### config.mk
export PLATFORM = sky130hd
export DESIGN_NAME = udl_counter_mod
export DESIGN_NICKNAME = d
export VERILOG_FILES = /design/src/rtl/udl_counter_pkg.sv /design/src/rtl/udl_step_unit.sv /design/src/rtl/udl_counter_mod.sv
export SDC_FILE = /design/constraint.sdc
export NUM_CORES = 1
export LEC_CHECK = 0
export CORE_MARGIN = 3
export CORE_UTILIZATION = 64
export CTS_BUF_LIST = sky130_fd_sc_hd__clkbuf_4
export CTS_CLUSTER_DIAMETER = 60
export DETAILED_ROUTE_END_ITERATION = 6
export PLACE_DENSITY = 0.89
export SYNTH_ARGS = -nofsm -noshare
export SYNTH_HDL_FRONTEND = slang
export SYNTH_HIERARCHICAL = 1
export SYNTH_SLANG_ARGS = --single-unit
### constraint.sdc
create_clock -name clk -period 12.3 [get_ports clk]
set_input_delay 3.69 -clock clk [delete_from_list [all_inputs] [get_ports clk]]
set_output_delay 3.69 -clock clk [all_outputs]
set_load 0.005 [all_outputs]
### src/rtl/udl_counter_pkg.sv
// udl_counter_pkg: shared enums for the up/down/load counter
package udl_counter_pkg;
  typedef enum logic {MODE_WRAP = 1'b0, MODE_SAT = 1'b1} count_mode_e;
  typedef enum logic [2:0] {OP_HOLD, OP_CLR, OP_LOAD, OP_UP, OP_DOWN} op_e;
endpackage

### src/rtl/udl_step_unit.sv
// udl_step_unit: next count and boundary flag for one up/down step
module udl_step_unit
  import udl_counter_pkg::*;
#(
  parameter int W = 8
) (
  input  logic [W-1:0] out,
  input  logic [W-1:0] k,
  input  logic [W-1:0] max_val,
  input  count_mode_e  mode,
  input  logic         dn,
  output logic [W-1:0] nxt,
  output logic         evt
);
  logic [W:0] sum;
  logic       oor;
  logic       sat;
  assign sum = {1'b0, out} + {1'b0, k};
  assign oor = out > max_val;
  assign sat = mode == MODE_SAT;
  // every wrapped result is below max_val+1, so W-bit modular arithmetic is exact
  always_comb begin
    evt = oor || (dn ? out < k : sum > {1'b0, max_val});
    nxt = oor ? (sat ? max_val : '0) :
          !dn ? (!evt ? sum[W-1:0] : sat ? max_val : out + k - max_val - W'(1)) :
                (!evt ? out - k : sat ? '0 : out - k + max_val + W'(1));
  end
endmodule

### src/rtl/udl_counter_mod.sv
// udl_counter_mod: modulus up/down/load counter with wrap/saturate, tc pulse and sticky ovf
module udl_counter_mod
  import udl_counter_pkg::*;
#(
  parameter int W = 8,
  parameter int S = 4
) (
  input  logic         clk,
  input  logic         rst_n,
  input  logic         en,
  input  logic         clr,
  input  logic         load,
  input  logic         up,
  input  logic         down,
  input  logic         mode,
  input  logic [W-1:0] load_val,
  input  logic [S-1:0] step,
  input  logic [W-1:0] max_val,
  input  logic         ovf_clr,
  output logic [W-1:0] out,
  output logic         tc,
  output logic         ovf
);
  op_e         op;
  logic [W-1:0] step_w;
  logic [W-1:0] k;
  logic [W-1:0] nxt;
  logic         evt;
  logic         cnt;
  assign step_w = W'(step);
  // step never exceeds 2^W-1, so max_val+1 fits in W bits whenever it is the smaller
  assign k   = step_w > max_val ? max_val + W'(1) : step_w;
  assign cnt = (op == OP_UP || op == OP_DOWN) && step_w != '0;
  // priority decoder: clr, then load, then a single count direction
  always_comb begin
    op = clr ? OP_CLR : !en ? OP_HOLD : load ? OP_LOAD :
         (up && !down) ? OP_UP : (down && !up) ? OP_DOWN : OP_HOLD;
  end
  udl_step_unit #(.W(W)) u_step (
    .out     (out),
    .k       (k),
    .max_val (max_val),
    .mode    (count_mode_e'(mode)),
    .dn      (op == OP_DOWN),
    .nxt     (nxt),
    .evt     (evt)
  );
  // count, pulse and sticky-flag registers
  always_ff @(posedge clk or negedge rst_n) begin
    if (!rst_n) begin
      out <= '0;
      tc  <= 1'b0;
      ovf <= 1'b0;
    end else begin
      out <= op == OP_CLR ? '0 : op == OP_LOAD ? (load_val > max_val ? max_val : load_val) :
             cnt ? nxt : out;
      tc  <= cnt && evt;
      ovf <= (cnt && evt) || (ovf && !ovf_clr);
    end
  end
endmodule
== Word-level counts from Yosys, hierarchy flattened ==
Cells that the tools add are included.

* Order comparisons: 5
* Equal/unequal tests: 4
* Reduce and logical (&&, ||, !) cells: 13
* $add $sub $neg: 8
* Multiplexer cells: 18

{| class="wikitable"
|+ Operator list
! kind !! number
|-
| 8-bit two-way mux || 12
|-
| 8-bit by 1-bit adder with 8-bit output (second input constant) || 2
|-
| 8-bit adder || 2
|-
| 8-bit greater-than comparator || 2
|-
| 8-bit subtractor || 2
|-
| 3-bit two-way mux || 5
|-
| 8-bit by 8-bit adder with 9-bit output || 1
|-
| 9-bit by 8-bit greater-than comparator with 1-bit output || 1
|-
| 4-bit by 8-bit greater-than comparator with 1-bit output || 1
|-
| 8-bit less-than comparator || 1
|-
| 8-bit nonzero test || 1
|-
| 8-bit by 1-bit subtractor with 8-bit output (second input constant) || 1
|-
| 3-bit by 2-bit == test with 1-bit output (second input constant) || 2
|-
| 1-bit logical AND || 5
|-
| 3-bit by 1-bit == test with 1-bit output (second input constant) || 1
|-
| 3-bit == test (second input constant) || 1
|-
| 1-bit logical NOT || 3
|-
| 1-bit logical OR || 3
|-
| 3-bit nonzero test || 1
|-
| 1-bit two-way mux || 1
|}

* Output and inout bits: 10
* Bits in registers: 10
* Input bits: 29
* Logic and storage cells: 51

== Depth between registers and ports, before layout ==
* Word-level depth: 16
* Mapped depth: 28
* Depth with buffers taken out: 26

== Modules after synthesis ==
Netlist, hierarchy kept.

{| class="wikitable"
|+ Modules (own cells, without submodules)
! module !! area each (um^2) !! times used !! cells an instance !! seq. area each (um^2)
|-
| udl_step_unit || 2,283.4 || 1 || 311 || 0.0
|-
| udl_counter_mod || 1,088.5 || 1 || 131 || 250.2
|}

== Worst setup path before layout ==
No wires, ideal clock.

* Path type: input to register
* From: in max_val[1]
* To: reg out[2]
* Arrival: 8,288 ps
* Library setup time: 121 ps
* Required time: 12,179 ps
* Buffers on the path: 2
* Setup slack: 3,891 ps
* Cell stages on the path: 26
* Path through: inv_1 > ha_1 > nor2b_1 > o21a_1 > o21ai_0 > a21oi_2 > nor2_1 > a21oi_1 > inv_1 > ha_1 > clkbuf_1 > or3_1 > o211ai_1 > o311ai_0 > xnor2_1 > ha_1 > or3_1 > o311ai_1 > a21oi_2 > nor4_4 > buf_6 > mux2i_1 > o211ai_1 > a21oi_1 > nor2_1 > a22o_1

* Word-level cells in the longest chain between the ends: 12
* Elaborated cells between the ends (all ways): 26
* Classes of those cells: add/sub (8); order compare (5); mux (12); reduce/logical (1)

{| class="wikitable"
|+ Ends and longest elaborated chain
! element !! line !! text
|-
| start, declared || udl_counter_mod.sv:18 || <nowiki>input logic [W-1:0] max_val,</nowiki>
|-
| 8-bit by 1-bit adder with 8-bit output / 4-bit by 8-bit greater-than comparator with 1-bit output (equally long branches) || udl_counter_mod.sv:32 || <nowiki>assign k = step_w > max_val ? max_val + W'(1) : step_w;</nowiki>
|-
| 8-bit two-way mux (*) || udl_counter_mod.sv:32 ||
|-
| via k[3] || udl_counter_mod.sv:26 || <nowiki>logic [W-1:0] k;</nowiki>
|-
| 8-bit by 8-bit adder with 9-bit output || udl_step_unit.sv:18 || <nowiki>assign sum = {1'b0, out} + {1'b0, k};</nowiki>
|-
| 9-bit by 8-bit greater-than comparator with 1-bit output || udl_step_unit.sv:23 || <nowiki>evt = oor || (dn ? out < k : sum > {1'b0, max_val});</nowiki>
|-
| 1-bit two-way mux (*) || udl_step_unit.sv:23 ||
|-
| 1-bit logical OR (*) || udl_step_unit.sv:23 ||
|-
| 8-bit two-way mux, on equally long branches || udl_step_unit.sv:25, udl_step_unit.sv:26 ||
|-
| 8-bit two-way mux (*) || udl_step_unit.sv:25 || <nowiki>!dn ? (!evt ? sum[W-1:0] : sat ? max_val : out + k - max_val - W'(1)) :</nowiki>
|-
| 8-bit two-way mux (*) || udl_step_unit.sv:24 || <nowiki>nxt = oor ? (sat ? max_val : '0) :</nowiki>
|-
| via nxt[2] || udl_counter_mod.sv:27 || <nowiki>logic [W-1:0] nxt;</nowiki>
|-
| 8-bit two-way mux (*) || udl_counter_mod.sv:56 || <nowiki>cnt ? nxt : out;</nowiki>
|-
| 8-bit two-way mux (*) (2 in series) || udl_counter_mod.sv:55 || <nowiki>out <= op == OP_CLR ? '0 : op == OP_LOAD ? (load_val > max_val ? max_val : load_val) :</nowiki>
|-
| end signal, assigned || udl_counter_mod.sv:55 ||
|-
| end, declared || udl_counter_mod.sv:20 || <nowiki>output logic [W-1:0] out,</nowiki>
|}

The timed path passes the listed nets; every way through them passes the cells marked *. The select of a mux whose other input is x is not followed.
A chain may end at the register's enable or synchronous reset.

== Worst setup path after layout ==
* From: in max_val[1]
* To: reg out[4]

* Word-level cells in the longest chain between the ends: 12
* Elaborated cells between the ends (all ways): 26
* Classes of those cells: add/sub (8); order compare (5); mux (12); reduce/logical (1)

{| class="wikitable"
|+ Ends and longest elaborated chain
! element !! line
|-
| 8-bit by 1-bit adder with 8-bit output / 4-bit by 8-bit greater-than comparator with 1-bit output (equally long branches) || udl_counter_mod.sv:32
|-
| 8-bit two-way mux (*) || udl_counter_mod.sv:32
|-
| via k[3] || udl_counter_mod.sv:26
|-
| 8-bit adder, or another cell as far along || udl_step_unit.sv:25
|-
| 8-bit subtractor, or another cell as far along || udl_step_unit.sv:25
|-
| 8-bit by 1-bit subtractor with 8-bit output, or another cell as far along || udl_step_unit.sv:25
|-
| 8-bit two-way mux, or another cell as far along || udl_step_unit.sv:25
|-
| 8-bit two-way mux, on equally long branches || udl_step_unit.sv:25, udl_step_unit.sv:26
|-
| 8-bit two-way mux (*) || udl_step_unit.sv:25
|-
| 8-bit two-way mux (*) || udl_step_unit.sv:24
|-
| via nxt[4] || udl_counter_mod.sv:27
|-
| 8-bit two-way mux (*) || udl_counter_mod.sv:56
|-
| 8-bit two-way mux (*) (2 in series) || udl_counter_mod.sv:55
|}

Marked as above.

==> flow_summary.json <==
{
  "start_kind": "primary input",
  "synth_top_area_frac": 0.219,
  "rsz0062_at_grt": "no",
  "io_buffers": 38,
  "pwr-share-clk": 0.068,
  "setup_viol": 0,
  "post-route-period-util": 0.814,
  "pin_count": 39,
  "ys_top_cells_by_count": "ha_1, inv_1, nand2_1",
  "final_area_um2": 3820,
  "power_density_nw_per_um2": 93.2,
  "syn_area_per_cell_um2": 7.63,
  "drt-total-wl_um": 9850,
  "internal_power_w": 0.000174,
  "seq_area_frac_synth": 0.0742,
  "numClockSinks": 10,
  "drc": 0,
  "die_h_um": 78.6,
  "yosysTopAreaCell": "ha_1",
  "path_clk_slew_ns": 0.07,
  "clock_path_buffers": 2,
  "grt_overflow_total": 0,
  "drt_first_pass_iters": 5,
  "finalSetupTns_ns": 0,
  "cp-end-kind": "register",
  "critPathRequiredTime_ns": 12.47,
  "ys_async_sr_fraction": 1.00,
  "cts.htree.levels": 1,
  "synth_area_um2": 3370,
  "synth_cell_types": 66,
  "clk-insertion-delay-late_ns": 0.27,
  "place.gp.congestion": 0.983,
  "postPlaceCellArea_um2": 3790,
  "grt_use_total": 0.317,
  "synth_cells": 442,
  "switchingPower_w": 0.000182,
  "yosys_register_bits": 10,
  "crit_type": "primary input to register",
  "hold_path_class": "register to register",
  "synth_area_leaders": "ha_1, dfrtp_1, inv_1",
  "drive_above_1_share": 0.0503,
  "hpwlAfterDp_um": 7940,
  "synth_warnings": 6,
  "diodes": 0,
  "first_global_vias": 3246,
  "vias_per_cell": 6.27,
  "via_count": 3409,
  "start_util": 0.687,
  "grt_max_degree": 26,
  "coreArea_um2": 4910,
  "p_seq_frac": 0.121,
  "switching_share": 0.512,
  "drtIter0Drc": 268,
  "ant_nets": 0,
  "min_period_ns": 10.02,
  "run_status": "completed",
  "reg2reg_slack_ns": 7.36,
  "critPathMaxFanout": 17,
  "ir_drop_mv": 0.0774,
  "max_slew_margin": 0.256,
  "area_delta_synth_final_pct": 13.2,
  "grt_first_pass_wirelength_um": 15600,
  "p_comb_frac": 0.811,
  "post_cts_buffers": 0,
  "numCtsBuffers": 3,
  "cap_violations": 0,
  "wire_per_inst_um": 18.1,
  "root_buffer": "clkbuf_4",
  "rows": 25,
  "hold_buffers": 0,
  "skew_ns": 0.00704,
  "die_w_um": 78.6,
  "worst_pin_slew_ns": 1.11,
  "hold_violations": 0,
  "arrival_ns": 10.19,
  "cts_tree": "done",
  "grt_antenna_before_repair": 0,
  "nets": 577,
  "ys.flop_type": "dfrtp_1",
  "drv_slew": 0,
  "total_leakage_power_nw": 1.84,
  "fmax_mhz": 99.8,
  "synth-edff-count": 0,
  "die-area_um2": 6180,
  "cts_resized": 0
}
[stage by stage]
step                      setup WS [ns]  power [W]  instances   util  hold slack [ns]
final                              2.28   0.000356        544  0.777            0.520
after global placement             2.27   0.000314        540  0.772            0.463
after floorplan                    3.89   0.000250        448      -            0.473
after global routing               1.91   0.000381        544  0.777            0.517
after CTS                          2.38   0.000347        544  0.777            0.507
after detailed placement           2.10   0.000322        540  0.772            0.491
[cell families after synthesis]
group           Yosys count  share of synthesized area
compound gates          114                      0.232
xor+xnor                 26                     0.0675
fa+ha+maj                70                      0.284
buf+inv                  74                     0.0909
flops                    10                     0.0742
mux                      11                     0.0341
other cells               1                    0.00111
simple gates            136                      0.216
[layout by cell type (no fill, tap or decap), drive strengths merged, types with 2 or more instances in the layout]
cell,n
a211o,2
a21o,7
a21oi,37
a22o,8
and2,3
and3,4
clkbuf,3
clkdlybuf4s50,38
clkinv,2
conb,7
dfrtp,10
fa,11
ha,59
inv,59
mux2,4
mux2i,7
nand2,38
nand2b,7
nand3,18
nand4,7
nor2,34
nor2b,6
nor3,5
nor4,4
o211ai,16
o21a,5
o21ai,15
o21bai,2
o221ai,3
o311ai,3
o31a,2
o31ai,4
or3,6
xnor2,20
xor2,6
[metal layers]
layer  vias up  part of all wire  global-route usage
met5         -                 0                   0
met3        39             0.066              0.0298
met1      1568              0.41               0.393
li1       1621                 -                   -
met4         0             0.034               0.122
met2       181              0.49               0.563
[power groups by stage]
stage	clock [W]	combinational [W]	sequential [W]
2_1_floorplan	0	0.000209	0.0000411
3_3_place_gp	0	0.000271	0.0000430
3_5_place_dp	0	0.000278	0.0000433
4_1_cts	0.0000241	0.000281	0.0000427
5_1_grt	0.0000253	0.000313	0.0000435
6_report	0.0000242	0.000289	0.0000430
[worst paths after layout]
kind / startpoint / cells past startpoint / endpoint
max in group asynchronous: rst_n / 1 / out[3]
min in group asynchronous: rst_n / 1 / tc
hold / removal: ovf / 1 / ovf
hold reg to reg: ovf / 1 / ovf
setup reg to reg: out[4] / 15 / out[4]
setup / recovery: max_val[1] / 25 / out[4]
[worst max-delay path, cell delays in order]
cell and delay [ns]:
clkdlybuf4s50_1 0.74, inv_1 0.13, ha_1 0.31, nor2b_1 0.13
o21a_1 0.11, o21ai_0 0.09, a21oi_2 0.32, nor2_1 0.07
a21oi_1 0.26, inv_1 0.12, ha_1 0.42, or3_1 0.37
o211ai_1 0.20, o311ai_0 0.22, xnor2_1 0.20, ha_1 0.22
or3_1 0.37, o311ai_1 0.33, a21oi_2 0.12, nor4_4 0.84
mux2i_1 0.40, o211ai_1 0.14, a21oi_1 0.13, nor2_1 0.06
a22o_1 0.18
[state kept, by name, summed over array words and instances, names as in the netlist]
register	count
tc	1
ovf	1
out	8
[area by class of cell]
cell class | instances | area (µm²)
inverter | 60 | 225
sequential | 10 | 250
timing repair buffer | 39 | 388
clock buffer | 3 | 22.5
tap | 67 | 83.8
clock inverter | 1 | 3.75
fill | 385 | 1090
multi-input combinational | 364 | 2840
(Power assumes the default switching activity.)
